**config.mk**
```make
export PLATFORM = sky130hd
export DESIGN_NAME = hazard_control_unit_flat
export DESIGN_NICKNAME = d
export VERILOG_FILES = /design/src/rtl/hazard_control_unit_if.sv /design/src/rtl/hazard_control_unit.sv /design/src/flat_wrapper.sv
export SDC_FILE = /design/constraint.sdc
export NUM_CORES = 1
export LEC_CHECK = 0
export BUFFER_PORTS_ARGS = -buffer_cell sky130_fd_sc_hd__buf_2
export CAP_MARGIN = 20
export CELL_PAD_IN_SITES_DETAIL_PLACEMENT = 1
export CELL_PAD_IN_SITES_GLOBAL_PLACEMENT = 2
export CORE_MARGIN = 2
export CORE_UTILIZATION = 32
export CTS_CLUSTER_DIAMETER = 60
export CTS_CLUSTER_SIZE = 10
export DETAILED_ROUTE_END_ITERATION = 8
export HOLD_SLACK_MARGIN = 0.03
export PLACE_DENSITY = 0.83
export REMOVE_ABC_BUFFERS = 1
export SKIP_LAST_GASP = 1
export SYNTH_ARGS = -nofsm -noshare
export SYNTH_HDL_FRONTEND = slang
export SYNTH_SLANG_ARGS = --single-unit
```
**constraint.sdc**
```tcl
create_clock -name clk_i -period 2.8 [get_ports clk_i]
set_input_delay 0.28 -clock clk_i [delete_from_list [all_inputs] [get_ports clk_i]]
set_output_delay 0.28 -clock clk_i [all_outputs]
set_load 0.01 [all_outputs]
```
**src/rtl/hazard_control_unit_if.sv**
```systemverilog
// rtl/hazard_control_unit_if.sv - pipeline-side signals of the hazard control unit
interface hazard_control_unit_if #(
   parameter int ADDR_WIDTH = 4,
   parameter int CNT_WIDTH  = 16
);
   logic                  de_mem_read_en_i;
   logic [ADDR_WIDTH-1:0] de_reg_dest_addr_i;
   logic                  dec_is_valid_i;
   logic [2:0]            dec_src_used_i;
   logic [ADDR_WIDTH-1:0] dec_reg_1_source_addr_i;
   logic [ADDR_WIDTH-1:0] dec_reg_2_source_addr_i;
   logic [ADDR_WIDTH-1:0] dec_reg_3_source_addr_i;
   logic                  branch_ex_i;
   logic                  branch_from_wb_i;
   logic                  stall_fetch_o;
   logic                  stall_decode_o;
   logic                  hazard_invalidate_o;
   logic                  flush_pipeline_o;
   logic [CNT_WIDTH-1:0]  stall_count_o;
   logic [CNT_WIDTH-1:0]  flush_count_o;

   modport master (
      output de_mem_read_en_i, de_reg_dest_addr_i, dec_is_valid_i, dec_src_used_i,
             dec_reg_1_source_addr_i, dec_reg_2_source_addr_i, dec_reg_3_source_addr_i,
             branch_ex_i, branch_from_wb_i,
      input  stall_fetch_o, stall_decode_o, hazard_invalidate_o, flush_pipeline_o,
             stall_count_o, flush_count_o
   );

   modport slave (
      input  de_mem_read_en_i, de_reg_dest_addr_i, dec_is_valid_i, dec_src_used_i,
             dec_reg_1_source_addr_i, dec_reg_2_source_addr_i, dec_reg_3_source_addr_i,
             branch_ex_i, branch_from_wb_i,
      output stall_fetch_o, stall_decode_o, hazard_invalidate_o, flush_pipeline_o,
             stall_count_o, flush_count_o
   );
endinterface

```
**src/rtl/hazard_control_unit.sv**
```systemverilog
// rtl/hazard_control_unit.sv - load-use stall, branch flush sequencing and event counters
module hazard_control_unit #(
   parameter int ADDR_WIDTH   = 4,
   parameter int FLUSH_CYCLES = 2,
   parameter int CNT_WIDTH    = 16
) (
   input  logic                  clk_i,
   input  logic                  reset_i,
   hazard_control_unit_if.slave  hz
);
   typedef enum logic {IDLE, FLUSH} state_t;

   // Cycles still to hold after the one following the request.
   localparam logic [2:0] RELOAD = (FLUSH_CYCLES > 1) ? 3'(FLUSH_CYCLES - 2) : 3'd0;

   state_t         state_q, state_d;
   logic [2:0]     flush_cnt_q, flush_cnt_d;
   logic           load_use_hit;
   logic           flush_req;
   logic           flush_active;
   logic           stall;
   logic [CNT_WIDTH-1:0] stall_count_q;
   logic [CNT_WIDTH-1:0] flush_count_q;

   always_comb begin
      load_use_hit = hz.de_mem_read_en_i & hz.dec_is_valid_i &
                     ((hz.dec_src_used_i[0] & (hz.dec_reg_1_source_addr_i == hz.de_reg_dest_addr_i)) |
                      (hz.dec_src_used_i[1] & (hz.dec_reg_2_source_addr_i == hz.de_reg_dest_addr_i)) |
                      (hz.dec_src_used_i[2] & (hz.dec_reg_3_source_addr_i == hz.de_reg_dest_addr_i)));
   end

   assign flush_req = hz.branch_ex_i | hz.branch_from_wb_i;

   always_ff @(posedge clk_i or posedge reset_i) begin
      if (reset_i) begin
         state_q     <= IDLE;
         flush_cnt_q <= 3'd0;
      end else begin
         state_q     <= state_d;
         flush_cnt_q <= flush_cnt_d;
      end
   end

   always_comb begin
      state_d     = state_q;
      flush_cnt_d = flush_cnt_q;
      case (state_q)
         IDLE: begin
            if (flush_req && (FLUSH_CYCLES > 1)) begin
               state_d     = FLUSH;
               flush_cnt_d = RELOAD;
            end
         end
         FLUSH: begin
            if (flush_req) begin
               flush_cnt_d = RELOAD;
            end else if (flush_cnt_q == 3'd0) begin
               state_d = IDLE;
            end else begin
               flush_cnt_d = flush_cnt_q - 3'd1;
            end
         end
         default: state_d = IDLE;
      endcase
   end

   // Flush wins over stall: the flush already discards the dependent instruction.
   always_comb begin
      flush_active = ~reset_i & (flush_req | (state_q == FLUSH));
      stall        = ~reset_i & load_use_hit & ~flush_active;
   end

   always_ff @(posedge clk_i or posedge reset_i) begin
      if (reset_i) begin
         stall_count_q <= '0;
         flush_count_q <= '0;
      end else begin
         if (stall && (stall_count_q != '1))
            stall_count_q <= stall_count_q + CNT_WIDTH'(1);
         if (flush_req && (flush_count_q != '1))
            flush_count_q <= flush_count_q + CNT_WIDTH'(1);
      end
   end

   assign hz.stall_fetch_o       = stall;
   assign hz.stall_decode_o      = stall;
   assign hz.hazard_invalidate_o = stall;
   assign hz.flush_pipeline_o    = flush_active;
   assign hz.stall_count_o       = stall_count_q;
   assign hz.flush_count_o       = flush_count_q;
endmodule

```
**src/flat_wrapper.sv**
```systemverilog
// flat-port wrapper written by rule: the top's interface ports become plain ports
module hazard_control_unit_flat 
#(
   parameter int ADDR_WIDTH   = 4,
   parameter int FLUSH_CYCLES = 2,
   parameter int CNT_WIDTH    = 16
)
  (clk_i, reset_i, hz_de_mem_read_en_i, hz_de_reg_dest_addr_i, hz_dec_is_valid_i, hz_dec_src_used_i, hz_dec_reg_1_source_addr_i, hz_dec_reg_2_source_addr_i, hz_dec_reg_3_source_addr_i, hz_branch_ex_i, hz_branch_from_wb_i, hz_stall_fetch_o, hz_stall_decode_o, hz_hazard_invalidate_o, hz_flush_pipeline_o, hz_stall_count_o, hz_flush_count_o);
  hazard_control_unit_if #(.ADDR_WIDTH(ADDR_WIDTH), .CNT_WIDTH(CNT_WIDTH)) hz_i ();
  input  logic clk_i;
  input  logic reset_i;
  input wire logic [$bits(hz_i.de_mem_read_en_i)-1:0] hz_de_mem_read_en_i;
  input wire logic [$bits(hz_i.de_reg_dest_addr_i)-1:0] hz_de_reg_dest_addr_i;
  input wire logic [$bits(hz_i.dec_is_valid_i)-1:0] hz_dec_is_valid_i;
  input wire logic [$bits(hz_i.dec_src_used_i)-1:0] hz_dec_src_used_i;
  input wire logic [$bits(hz_i.dec_reg_1_source_addr_i)-1:0] hz_dec_reg_1_source_addr_i;
  input wire logic [$bits(hz_i.dec_reg_2_source_addr_i)-1:0] hz_dec_reg_2_source_addr_i;
  input wire logic [$bits(hz_i.dec_reg_3_source_addr_i)-1:0] hz_dec_reg_3_source_addr_i;
  input wire logic [$bits(hz_i.branch_ex_i)-1:0] hz_branch_ex_i;
  input wire logic [$bits(hz_i.branch_from_wb_i)-1:0] hz_branch_from_wb_i;
  output wire logic [$bits(hz_i.stall_fetch_o)-1:0] hz_stall_fetch_o;
  output wire logic [$bits(hz_i.stall_decode_o)-1:0] hz_stall_decode_o;
  output wire logic [$bits(hz_i.hazard_invalidate_o)-1:0] hz_hazard_invalidate_o;
  output wire logic [$bits(hz_i.flush_pipeline_o)-1:0] hz_flush_pipeline_o;
  output wire logic [$bits(hz_i.stall_count_o)-1:0] hz_stall_count_o;
  output wire logic [$bits(hz_i.flush_count_o)-1:0] hz_flush_count_o;
  assign hz_i.de_mem_read_en_i = hz_de_mem_read_en_i;
  assign hz_i.de_reg_dest_addr_i = hz_de_reg_dest_addr_i;
  assign hz_i.dec_is_valid_i = hz_dec_is_valid_i;
  assign hz_i.dec_src_used_i = hz_dec_src_used_i;
  assign hz_i.dec_reg_1_source_addr_i = hz_dec_reg_1_source_addr_i;
  assign hz_i.dec_reg_2_source_addr_i = hz_dec_reg_2_source_addr_i;
  assign hz_i.dec_reg_3_source_addr_i = hz_dec_reg_3_source_addr_i;
  assign hz_i.branch_ex_i = hz_branch_ex_i;
  assign hz_i.branch_from_wb_i = hz_branch_from_wb_i;
  assign hz_stall_fetch_o = hz_i.stall_fetch_o;
  assign hz_stall_decode_o = hz_i.stall_decode_o;
  assign hz_hazard_invalidate_o = hz_i.hazard_invalidate_o;
  assign hz_flush_pipeline_o = hz_i.flush_pipeline_o;
  assign hz_stall_count_o = hz_i.stall_count_o;
  assign hz_flush_count_o = hz_i.flush_count_o;
  hazard_control_unit #(.ADDR_WIDTH(ADDR_WIDTH), .FLUSH_CYCLES(FLUSH_CYCLES), .CNT_WIDTH(CNT_WIDTH)) u_core (.clk_i(clk_i), .reset_i(reset_i), .hz(hz_i));
endmodule
```
======== Word-level counts from Yosys, hierarchy flattened ========
Index checks and enable logic that the tools add are counted.
storage, ports and cells
  output and inout bits ................... 36
  bits of input ports ..................... 25
  bits in registers ....................... 36
  logic and storage cells ................. 41
cells by class
  reductions and logical operators ........ 4
  bitwise operators ....................... 15
  equality and inequality tests ........... 7
  add/subtract/negate cells ............... 3
  multiplexer cells ....................... 8
operator list
  kind                                               number
  adder 16 x 1 -> 16 bit (second input constant)     2
  != test 16 bit (second input constant)             2
  == test 4 bit                                      3
  2-to-1 mux 3 bit                                   3
  AND 1 bit                                          8
  case mux 3 bit (2 select lines)                    1
  OR 1 bit                                           4
  logical NOT 3 bit                                  1
  2-to-1 mux 1 bit                                   3
  != test 3 bit (second input constant)              1
  inverter 1 bit                                     3
  subtractor 3 x 1 -> 3 bit (second input constant)  1
  logical AND 1 bit                                  2
  != test 2 x 1 -> 1 bit (second input constant)     1
  case mux 1 bit (2 select lines)                    1
  AND reduction 2 bit                                1

======== Longest topological paths before layout ========
Gate-level depths: netlist of the first run.
  depth in word-level cells ............... 8
  gate-level depth with buffers ........... 7
  mapped depth without buffers ............ 7

======== Worst setup path before layout of the first run ========
OpenSTA, ideal clock, no wires.
  path kind ............................... input to register
  from .................................... input reset_i
  to ...................................... register u_core.stall_count_q[1], in the netlist u_core.hz.stall_count_o[1]
  buffers on the path ..................... 0
  setup time .............................. 125 ps
  cell stages on the path ................. 6
  required time ........................... 2675 ps
  path slack .............................. 338 ps
  arrival time ............................ 2337 ps
  cells stage by stage .................... inv_1 nand4_4 nor4_4 nor3_4 nor2_2 mux2_4
between the ends
  word-level cells in the longest chain between the ends .. 5
  elaborated cells on any way between the ends .. 6
  classes of those cells .................. bitwise (5); reduce/logical (1)
ends and longest elaborated chain
  what                    line                                                  RTL
  start: declaration      flat_wrapper.sv:11                                    input logic reset_i;
  inverter 1 bit *        hazard_control_unit.sv:69, hazard_control_unit.sv:70
  AND 1 bit               hazard_control_unit.sv:69                             flush_active = ~reset_i & (flush_req | (state_q == FLUSH));
  inverter 1 bit          hazard_control_unit.sv:70                             stall = ~reset_i & load_use_hit & ~flush_active;
  AND 1 bit *             hazard_control_unit.sv:70
  logical AND 1 bit *     hazard_control_unit.sv:78                             if (stall && (stall_count_q != '1))
  end signal: assignment  hazard_control_unit.sv:79                             stall_count_q <= stall_count_q + CNT_WIDTH'(1);
  end: declaration        hazard_control_unit.sv:22                             logic [CNT_WIDTH-1:0] stall_count_q;
Mark *: on every way between the ends. The rest lies on a longest branch, timed or not.
A chain may end at the register's enable or synchronous reset.

======== Worst setup path after layout of the first run ========
  from .................................... register u_core.state_q
  to ...................................... output hz_hazard_invalidate_o
between the ends
  word-level cells in the longest chain between the ends .. 4
ends and longest elaborated chain
  what                      line                       RTL
  start: declaration        hazard_control_unit.sv:16  state_t state_q, state_d;
  start signal: assignment  hazard_control_unit.sv:39  state_q <= state_d;
  OR 1 bit                  hazard_control_unit.sv:69
  AND 1 bit                 hazard_control_unit.sv:69
  inverter 1 bit            hazard_control_unit.sv:70
  AND 1 bit                 hazard_control_unit.sv:70
  end: declaration          flat_wrapper.sv:23         output wire logic [$bits(hz_i.hazard_invalidate_o)-1:0] hz_hazard_invalidate_o;
No other way between the ends.

==> metrics.csv, run 1 <==
stage,metric,value,unit
global_route,grt total ovfl,0,
worst_setup_path,reg2reg start,u_core.hz.stall_count_o[4],
route,wire per inst,14.60,µm
synth,Netlist cell types,43,
floorplan,Die Ht,84.15,µm
timing,Slew @ Worst Pin,0.5632,ns
timing,RSZ-0062 raised after global routing,false,
worst_setup_path,CP max stage delay,0.41,ns
floorplan,row count,29,
timing,Slew headroom,62.31,%
global_route,gr usage total,15.13,%
route,remaining antenna violation count,0,
clock_network,clk buf depth,2,
place,DP Wirelength,3756,µm
job,Max Cap Viol,0,
min_path,worst hold path type,input port to asynchronous set/reset pin,
timing,Max Clk Rate,489.5,MHz
global_route,first-pass GRT wire length,8611,µm
floorplan,Die Area,7081,µm²
global_route,vias in the first global route,1759,
synth,synth warn,0,
route,DRT Wirelength,4890,µm
power_and_ir_drop,Pleak,0.001251,µW
synth,post-synthesis async set-or-reset flop share,100.0,%
clock_network,CTS tree,built,
power_and_ir_drop,Power Dens Cells,514.2,nW/µm²
layout,n_diodes,0,
worst_setup_path,Worst setup SP type,flip-flop,
clock_network,# hold bufs at CTS,0,
place,Placer Congestion,0.7369,
worst_setup_path,crit path buf inv count,2,
floorplan,area of the core,6277,µm²
floorplan,die span in x,84.15,µm
worst_setup_path,worst reg2reg setup slack,0.79,ns
timing,hold_ws,0.1848,ns
synth,largest cells by area after synthesis,"dfrtp_1 44%, xnor2_1 8.1%, xor2_1 7.7%, nand4_1 3.3%, nand3_1 3.2%",
worst_setup_path,CP max FO,5,
synth,Post-synth EDFFs,0,
layout,most frequent cells in the layout,"60 x buf_2, 36 x dfrtp_1, 19 x xnor2_1, 18 x xor2_1, 15 x nand2_1",
outcome,status,completed,
synth,Mean Syn Cell Area,10.65,µm²
clock_network,"Reg clk slew, reported paths",0.07,ns
global_route,pin count of the biggest net entering global routing,37,
timing,Tmin final,2.043,ns
route,DR iter-0 viols,51,
synth,Synth Register Bits,36,
worst_setup_path,Worst Path Required,2.52,ns
worst_setup_path,R2R Path End,u_core.hz.stall_count_o[1],
worst_setup_path,Crit Path Class,flip-flop to output pin,
global_route,initial antenna violation count,0,
synth,Synth top area share,43.82,%
synth,dominant cell type by area after synthesis,dfrtp_1,
worst_setup_path,"CP delay by family, top",simple AND/OR/NAND/NOR gates,
worst_setup_path,"Cell Chain, Critical Path",nor3_4 -> nand4_4 -> nor3b_1 -> a2bb2oi_1 -> inv_1 -> buf_2,
layout,area delta synth->final,22.95,%
layout,number of fill cells,733,
clock_network,CTS Buf Count,5,
clock_network,clock sinks,36,
route,Vias/cell,5.000,
floorplan,Top Ports,61,
synth,Mapped Cells,193,
clock_network,Root Buffer,clkbuf_8,
synth,Most used DFF post-synth,dfrtp_1,
synth,"Seq/Total Area, Yosys",43.82,%
route,vias,1675,
power_and_ir_drop,overall power,1300,µW
worst_setup_path,CP Capture Type,output pin,
timing,final count of pins violating max slew,0,
layout,"commonest non-fill, non-tap cell in the layout",buf_2,
clock_network,worst skew pair latency,0.29,ns
worst_setup_path,R2R depth,6,
worst_setup_path,Worst EP arrival,1.76,ns
place,IO buf count,60,
power_and_ir_drop,worst vdd ir,0.2988,mV
timing,Final Skew,0.004762,ns
route,Pre-Repair DR Iteration Count,4,
layout,Nets,286,
timing,setup_tns,0,ns
timing,Setup Viol. Count Final,0,
clock_network,Post-CTS Resized,0,
synth,Post-Syn Area,2056,µm²
route,DRC viols,0,
clock_network,# H-tree levels,2,
layout,proportion of layout cells with a drive suffix above 1,34.11,%
floorplan,Initial Utilization,32.75,%
worst_setup_path,Critical-path top delay cell,dfrtp_1,
timing,Final Hold Vio Count,0,
timing,fin crit share,72.96,%
clock_network,postcts setup bufs,0,
[synthesized netlist by cell type (all sizes together), types with 2 or more instances]
cell type	instances
a211oi	2
a21oi	2
a31oi	2
and3	3
buf	4
dfrtp	36
ha	4
inv	8
mux2	3
nand2	15
nand2b	6
nand3	13
nand4	12
nor2	14
nor3	8
nor3b	3
nor4	8
or2	2
xnor2	19
xor2	18
[cells by family (layout without fill, tap and decap cells)]
kind of cell	Yosys count	in the layout	share of synthesized area [%]
simple gates	90	90	29.28
xor+xnor	37	37	15.76
flops	36	36	43.82
buf+inv	13	78	3.104
compound gates	9	9	3.287
fa+ha+maj	4	4	2.435
mux	4	4	2.313
[registers in the layout, indices dropped and copies added (netlist names)]
register                 flops
u_core.hz.stall_count_o     16
u_core.flush_cnt_q           3
u_core.hz.flush_count_o     16
u_core.state_q               1
[how the worst max path moves through the flow]
stage / cells past startpoint / end / slack [ns] / from
2_1_floorplan: 6 / u_core.hz.stall_count_o[1] / 0.34 / reset_i
5_1_grt: 6 / hz_hazard_invalidate_o / 0.57 / u_core.state_q
4_1_cts: 6 / hz_hazard_invalidate_o / 0.71 / u_core.state_q
6_report: 6 / hz_hazard_invalidate_o / 0.76 / u_core.state_q
3_5_place_dp: 7 / u_core.hz.stall_count_o[1] / 0.78 / hz_branch_from_wb_i
3_3_place_gp: 7 / u_core.hz.stall_count_o[1] / 0.86 / hz_branch_from_wb_i
[stage by stage]
step / area [µm²] / instances / utilization (%) / setup slack [ns]
floorplan: 2022 / 188 / - / 0.3383
global placement: 2434 / 327 / 38.77 / 0.8574
detailed placement: 2434 / 327 / 38.77 / 0.7837
CTS: 2527 / 335 / 40.26 / 0.7130
global route: 2527 / 335 / 40.26 / 0.5680
finish: 2527 / 335 / 40.26 / 0.7572
[power by group]
group          switching [µW]  internal [µW]  total (µW)
clock network             195            200         395
registers                69.0            573         642
logic                     139            123         263
[metal layers]
metal	up-vias	global-route usage, %	wire, µm
li1	797	-	-
met1	840	20.32	2280
met2	33	24.68	2371
met3	5	2.950	188
met4	0	4.839	50
met5	-	0	0
[tightest hold or removal path, cell delays in order]
cell and delay, ns:
buf_2 0.11, inv_1 0.10, buf_4 0.42
[cell type report]
type	instances	area [µm²]	area share, %
Inverter	8	30.03	1.188
Tap cell	77	96.34	3.812
Multi-Input combinational cell	144	1091	43.17
Clock inverter	1	7.507	0.2970
Timing Repair Buffer	62	315.3	12.48
Sequential cell	36	900.9	35.64
Clock buffer	7	86.33	3.416
Power figures use the tool's default switching activity.
==> inputs of run 2 (changes only) <==
--- a/config.mk
+++ b/config.mk
@@ -5,17 +5,18 @@
 export SDC_FILE = /design/constraint.sdc
 export NUM_CORES = 1
 export LEC_CHECK = 0
+export ABC_AREA = 1
 export BUFFER_PORTS_ARGS = -buffer_cell sky130_fd_sc_hd__buf_2
 export CAP_MARGIN = 20
 export CELL_PAD_IN_SITES_DETAIL_PLACEMENT = 1
 export CELL_PAD_IN_SITES_GLOBAL_PLACEMENT = 2
 export CORE_MARGIN = 2
-export CORE_UTILIZATION = 32
+export CORE_UTILIZATION = 29
 export CTS_CLUSTER_DIAMETER = 60
 export CTS_CLUSTER_SIZE = 10
 export DETAILED_ROUTE_END_ITERATION = 8
 export HOLD_SLACK_MARGIN = 0.03
-export PLACE_DENSITY = 0.83
+export PLACE_DENSITY = 0.82
 export REMOVE_ABC_BUFFERS = 1
 export SKIP_LAST_GASP = 1
 export SYNTH_ARGS = -nofsm -noshare
==> constraint.sdc (replaced) <==
create_clock -name clk_i -period 1.95 [get_ports clk_i]
set_input_delay 0.195 -clock clk_i [delete_from_list [all_inputs] [get_ports clk_i]]
set_output_delay 0.195 -clock clk_i [all_outputs]
set_load 0.01 [all_outputs]
==> metrics.csv, run 2 <==
stage,metric,value,unit
outcome,status,completed,
timing,RSZ-0062 raised after global routing,false,
global_route,pin count of the biggest net entering global routing,37,
synth,Mapped Cells,342,
synth,Synth top area share,36.75,%
global_route,vias in the first global route,2350,
floorplan,Initial Utilization,29.83,%
power_and_ir_drop,Gate power share,21.7,%
power_and_ir_drop,worst vdd ir,0.2433,mV
power_and_ir_drop,P_sw,631.1,µW
timing,hold_ws,0.03353,ns
clock_network,clk buf depth,2,
layout,Non-Filler Instances,511,
timing,Max Clk Rate,565.4,MHz
synth,multiplexer share of the synthesized area,0,%
timing,fin crit share,90.70,%
route,DR iter-0 viols,59,
power_and_ir_drop,P_int,1282,µW
place,IO buf count,60,
synth,post-synthesis adder-cell area fraction,2.042,%
layout,area delta synth->final,21.24,%
clock_network,"Reg clk slew, reported paths",0.09,ns
layout,n_diodes,0,
worst_setup_path,CP max FO,6,
power_and_ir_drop,Sequential Power Share,48.3,%
power_and_ir_drop,Pleak,0.001610,µW
route,vias,2369,
synth,synth warn,0,
timing,Setup Viol. Count Final,0,
synth,Mean Syn Cell Area,7.167,µm²
synth,largest cells by area after synthesis,"dfrtp_1 37%, nand2_1 16%, inv_1 7.4%, nand4_1 5.6%, nor2_1 4.4%",
floorplan,Die Ht,95.94,µm
floorplan,area of the core,8217,µm²
synth,Post-Synth XOR/XNOR Area,5.717,%
timing,Tmin final,1.769,ns
timing,final count of pins violating max slew,0,
worst_setup_path,Worst Path Required,2.13,ns
worst_setup_path,CP Capture Type,flip-flop,
power_and_ir_drop,Power Dens Cells,643.9,nW/µm²
clock_network,CTS tree,built,
global_route,initial antenna violation count,0,
synth,Post-Syn Area,2451,µm²
place,Placer Congestion,0.7157,
synth,post-synthesis async set-or-reset flop share,100.0,%
layout,most frequent cells in the layout,"106 x nand2_1, 60 x buf_2, 48 x inv_1, 36 x dfrtp_1, 28 x nor2_1",
route,wire per inst,12.49,µm
timing,Final Skew,0.01484,ns
layout,number of fill cells,1082,
global_route,grt total ovfl,0,
layout,final core utilization,36.17,%
min_path,worst hold path type,input port to asynchronous set/reset pin,
synth,dominant cell type by area after synthesis,dfrtp_1,
layout,proportion of layout cells with a drive suffix above 1,28.33,%
timing,Slew @ Worst Pin,0.4765,ns
synth,Post-Synth Simple-Gate Area,41.30,%
timing,setup_tns,0,ns
synth,combinational family with the most area after synthesis,simple AND/OR/NAND/NOR gates,
route,DRC viols,0,
floorplan,Die Area,9204,µm²
floorplan,die span in x,95.94,µm
layout,"commonest non-fill, non-tap cell in the layout",nand2_1,
power_and_ir_drop,clock share of power,30.0,%
power_and_ir_drop,overall power,1914,µW
job,Max Cap Viol,0,
global_route,first-pass GRT wire length,10670,µm
clock_network,# hold bufs at CTS,0,
timing,Final Hold Vio Count,0,
route,Pre-Repair DR Iteration Count,4,
synth,Netlist cell types,26,
route,DRT Wirelength,6384,µm
synth,Synth top cells by count,"106 x nand2_1, 48 x inv_1, 36 x dfrtp_1, 29 x nor2_1, 22 x nand4_1",
synth,most frequent cell after synthesis,nand2_1,
synth,Post-synth EDFFs,0,
route,Vias/cell,4.636,
clock_network,# H-tree levels,2,
clock_network,Root Buffer,clkbuf_8,
synth,"Seq/Total Area, Yosys",36.75,%
place,DP Wirelength,4995,µm
worst_setup_path,Worst EP arrival,1.94,ns
worst_setup_path,Crit Path Class,flip-flop to flip-flop,
route,remaining antenna violation count,0,
place,dpl cells,503,
global_route,gr usage total,14.71,%
synth,Most used DFF post-synth,dfrtp_1,
floorplan,row count,33,
power_and_ir_drop,switch share,32.98,%
floorplan,Top Ports,61,
clock_network,CTS Buf Count,5,
clock_network,clock sinks,36,
worst_setup_path,Worst setup SP type,flip-flop,
layout,Nets,434,
synth,Synth Register Bits,36,
synth,Synth Area in Compound Gates,1.838,%
clock_network,worst skew pair latency,0.30,ns
timing,Slew headroom,68.24,%
run 2: changes by cell type after synthesis, moves of 6 or more:
cell and delta:
nand2_1 +91, inv_1 +40, nor2_1 +16, inv_2 +12, xnor2_1 -12, nand4_1 +11, xor2_1 -9, nand3_2 +8
nand2_2 +7, nand2b_1 -6, nor2_2 +6
run 2: final cells by class:
type	instances	area (µm²)	share of cell area (%)
Inverter	60	225.2	7.579
Sequential cell	36	900.9	30.32
Tap cell	105	131.4	4.421
Timing Repair Buffer	66	370.4	12.46
Clock inverter	1	7.507	0.2526
Multi-Input combinational cell	236	1250	42.06
Clock buffer	7	86.33	2.905
run 2: worst paths after layout:
| path | start | cells past startpoint | end | slack (ns) |
|---|---|---|---|---|
| worst max-delay path | u_core.hz.flush_count_o[1] | 8 | u_core.hz.flush_count_o[2] | 0.18 |
| worst min-delay path | reset_i | 3 | u_core.hz.stall_count_o[3] | 0.03 |
| worst max register to register | u_core.hz.flush_count_o[1] | 8 | u_core.hz.flush_count_o[2] | 0.18 |
| worst min register to register | u_core.hz.flush_count_o[7] | 1 | u_core.hz.flush_count_o[7] | 0.53 |
| max in group asynchronous | reset_i | 3 | u_core.hz.stall_count_o[15] | 1.58 |
| min in group clk_i | hz_branch_ex_i | 3 | u_core.state_q | 0.21 |
run 2: power by group through the flow:
stage | Combinational, µW | Sequential (µW) | Clock (µW)
floorplan | 209 | 950 | 0
global placement | 401 | 936 | 0
detailed placement | 422 | 939 | 0
CTS | 423 | 925 | 598
global route | 477 | 935 | 627
finish | 416 | 924 | 574
run 2: what timing repair did:
| action | CTS | global route |
|---|---|---|
| setup buffers | 0 | 0 |
| endpoints found under the hold margin | 0 | 0 |
| setup endpoints to repair | 0 | 5 |
| resized for setup | 0 | 1 |
run 2: worst max-delay path, stage by stage, from the launching register on:
cell and delay (ns):
dfrtp_1 0.43, ha_1 0.21, inv_1 0.07, nor2_2 0.18
nand4_1 0.12, nand2_1 0.23, buf_4 0.21, nor2_1 0.06
xor2_1 0.14
run 2: logic make-up after synthesis:
group / Yosys count
simple gates: 207
buf+inv: 70
flops: 36
xor+xnor: 16
compound gates: 9
fa+ha+maj: 4
run 2: stage by stage:
| stage | instance area [µm²] | worst slack (ns) |
|---|---|---|
| after detailed placement | 2875 | 0.1326 |
| final | 2972 | 0.1813 |
| after global placement | 2875 | 0.1969 |
| after floorplan | 2374 | -0.5508 |
| after CTS | 2969 | 0.1104 |
| after global routing | 2972 | 0.005720 |
run 2: routing by layer:
metal	up-vias	part of all wire (%)	global-route usage [%]
met5	-	0	0
met4	0	1.3	4.524
met3	6	3.4	3.289
met2	36	51	25.58
met1	1146	44	18.10
li1	1181	-	-
==> inputs of run 3 (changes only) <==
--- a/config.mk
+++ b/config.mk
@@ -11,13 +11,15 @@
 export CELL_PAD_IN_SITES_DETAIL_PLACEMENT = 1
 export CELL_PAD_IN_SITES_GLOBAL_PLACEMENT = 2
 export CORE_MARGIN = 2
-export CORE_UTILIZATION = 29
+export CORE_UTILIZATION = 31
 export CTS_CLUSTER_DIAMETER = 60
 export CTS_CLUSTER_SIZE = 10
 export DETAILED_ROUTE_END_ITERATION = 8
+export GPL_ROUTABILITY_DRIVEN = 0
 export HOLD_SLACK_MARGIN = 0.03
-export PLACE_DENSITY = 0.82
+export PLACE_DENSITY = 0.87
 export REMOVE_ABC_BUFFERS = 1
+export SKIP_CTS_REPAIR_TIMING = 1
 export SKIP_LAST_GASP = 1
 export SYNTH_ARGS = -nofsm -noshare
 export SYNTH_HDL_FRONTEND = slang
==> constraint.sdc (replaced) <==
create_clock -name clk_i -period 2.2 [get_ports clk_i]
set_input_delay 0.22 -clock clk_i [delete_from_list [all_inputs] [get_ports clk_i]]
set_output_delay 0.22 -clock clk_i [all_outputs]
set_load 0.01 [all_outputs]
==> metrics.csv, run 3 (synthesis gave the netlist of run 2 again) <==
stage,metric,value,unit
power_and_ir_drop,worst vdd ir,0.2221,mV
clock_network,CTS tree,built,
worst_setup_path,crit path capture,u_core.hz.stall_count_o[15],
clock_network,clock sinks,36,
timing,Final Skew,0.005011,ns
route,DRC viols,0,
global_route,first-pass GRT wire length,11010,µm
layout,proportion of layout cells with a drive suffix above 1,27.72,%
timing,Slew headroom,67.19,%
timing,Setup Viol. Count Final,0,
power_and_ir_drop,Pleak,0.001608,µW
worst_setup_path,Crit Path Class,flip-flop to flip-flop,
floorplan,Die Area,8634,µm²
worst_setup_path,CP Capture Type,flip-flop,
floorplan,area of the core,7687,µm²
worst_setup_path,worst reg2reg setup slack,0.34,ns
timing,Tmin final,1.856,ns
clock_network,"Reg clk slew, reported paths",0.08,ns
worst_setup_path,CP max FO,12,
route,vias,2304,
route,Vias/cell,4.553,
worst_setup_path,Worst EP arrival,2.08,ns
floorplan,die span in x,92.92,µm
timing,fin crit share,84.34,%
timing,Final Hold Vio Count,0,
layout,design area,2952,µm²
worst_setup_path,Worst Path Required,2.42,ns
clock_network,Root Buffer,clkbuf_8,
min_path,worst hold path type,input port to asynchronous set/reset pin,
clock_network,# H-tree levels,2,
layout,Nets,432,
floorplan,Top Ports,61,
worst_setup_path,R2R depth,9,
route,DR iter-0 viols,74,
job,Max Cap Viol,0,
global_route,gr usage total,15.48,%
route,remaining antenna violation count,0,
power_and_ir_drop,Power Dens Cells,596.2,nW/µm²
floorplan,row count,32,
clock_network,worst skew pair latency,0.28,ns
route,wire per inst,12.32,µm
layout,"commonest non-fill, non-tap cell in the layout",nand2_1,
layout,n_diodes,0,
floorplan,Initial Utilization,31.88,%
power_and_ir_drop,overall power,1760,µW
worst_setup_path,reg2reg start,u_core.hz.stall_count_o[1],
clock_network,clk buf depth,2,
global_route,pin count of the biggest net entering global routing,37,
place,IO buf count,60,
worst_setup_path,R2R Path End,u_core.hz.stall_count_o[15],
worst_setup_path,Worst setup SP type,flip-flop,
timing,Max Clk Rate,538.9,MHz
global_route,initial antenna violation count,0,
place,post-placement cell area,2844,µm²
timing,final count of pins violating max slew,0,
timing,RSZ-0062 raised after global routing,false,
global_route,vias in the first global route,2361,
global_route,grt total ovfl,0,
place,DP Wirelength,4807,µm
layout,area delta synth->final,20.42,%
route,DRT Wirelength,6233,µm
layout,most frequent cells in the layout,"106 x nand2_1, 60 x buf_2, 48 x inv_1, 36 x dfrtp_1, 29 x nor2_1",
worst_setup_path,CP startpoint,u_core.hz.stall_count_o[1],
outcome,status,completed,
timing,Slew @ Worst Pin,0.4922,ns
clock_network,CTS Buf Count,5,
route,Pre-Repair DR Iteration Count,4,
floorplan,Die Ht,92.92,µm
==> run 3: cell count changes in the layout (fill, tap and decap cells not counted) <==
| cell | before | now |
|---|---|---|
| clkinvlp_4 | 1 | 0 |
| nor2_1 | 28 | 29 |
| bufinv_16 | 0 | 1 |
| clkbuf_8 | 6 | 5 |
| buf_4 | 4 | 3 |
| clkinv_2 | 0 | 1 |
| nor2_2 | 8 | 7 |
| buf_12 | 2 | 1 |
==> run 3: final cells by class <==
| type | instances | area, µm² |
|---|---|---|
| inverter | 60 | 225.2 |
| timing repair buffer | 64 | 342.8 |
| fill | 1033 | 4736 |
| tap | 102 | 127.6 |
| sequential | 36 | 900.9 |
| multi-input combinational | 236 | 1247 |
| clock buffer | 6 | 72.57 |
| clock inverter | 2 | 35.03 |
==> run 3: worst max-delay path, stage by stage (launching register included) <==
cell,delay (ns)
dfrtp_1,0.42
ha_1,0.24
nand3_1,0.10
nor2_2,0.16
nand4_2,0.37
inv_1,0.24
nor2_2,0.07
nand3_1,0.08
nand2_1,0.05
nand2_1,0.05
==> run 3: how the worst min path moves through the flow <==
| stage | startpoint | end | slack, ns | depth (start not counted) |
|---|---|---|---|---|
| after floorplan | hz_branch_ex_i | u_core.state_q | 0.36 | 2 |
| after global placement | reset_i | u_core.flush_cnt_q[0] | 0.41 | 3 |
| after detailed placement | reset_i | u_core.flush_cnt_q[2] | 0.41 | 3 |
| after CTS | reset_i | u_core.flush_cnt_q[0] | 0.09 | 3 |
| after global routing | reset_i | u_core.flush_cnt_q[0] | 0.13 | 3 |
| final | reset_i | u_core.flush_cnt_q[0] | 0.07 | 3 |
==> run 3: power breakdown <==
| group | switching, µW | internal [µW] |
|---|---|---|
| registers | 91.1 | 729 |
| clock network | 243 | 336 |
| logic | 213 | 148 |
==> run 3: layer usage <==
metal  track usage [%]  wire length [µm]
met1             20.61              2992
met2             26.99              3039
met3             2.278               158
met4             2.574                44
met5                 0                 0
==> run 3: through the flow <==
step | std cells | setup slack [ns] | util (%) | hold WS [ns] | TNS, ns
2_1_floorplan | 332 | -0.3508 | - | 0.3599 | -3.853
3_3_place_gp | 498 | 0.4734 | 37.00 | 0.4064 | 0
3_5_place_dp | 498 | 0.3346 | 37.00 | 0.4061 | 0
4_1_cts | 506 | 0.3049 | 38.40 | 0.09059 | 0
5_1_grt | 506 | 0.1701 | 38.40 | 0.1252 | 0
6_report | 506 | 0.3444 | 38.40 | 0.07303 | 0
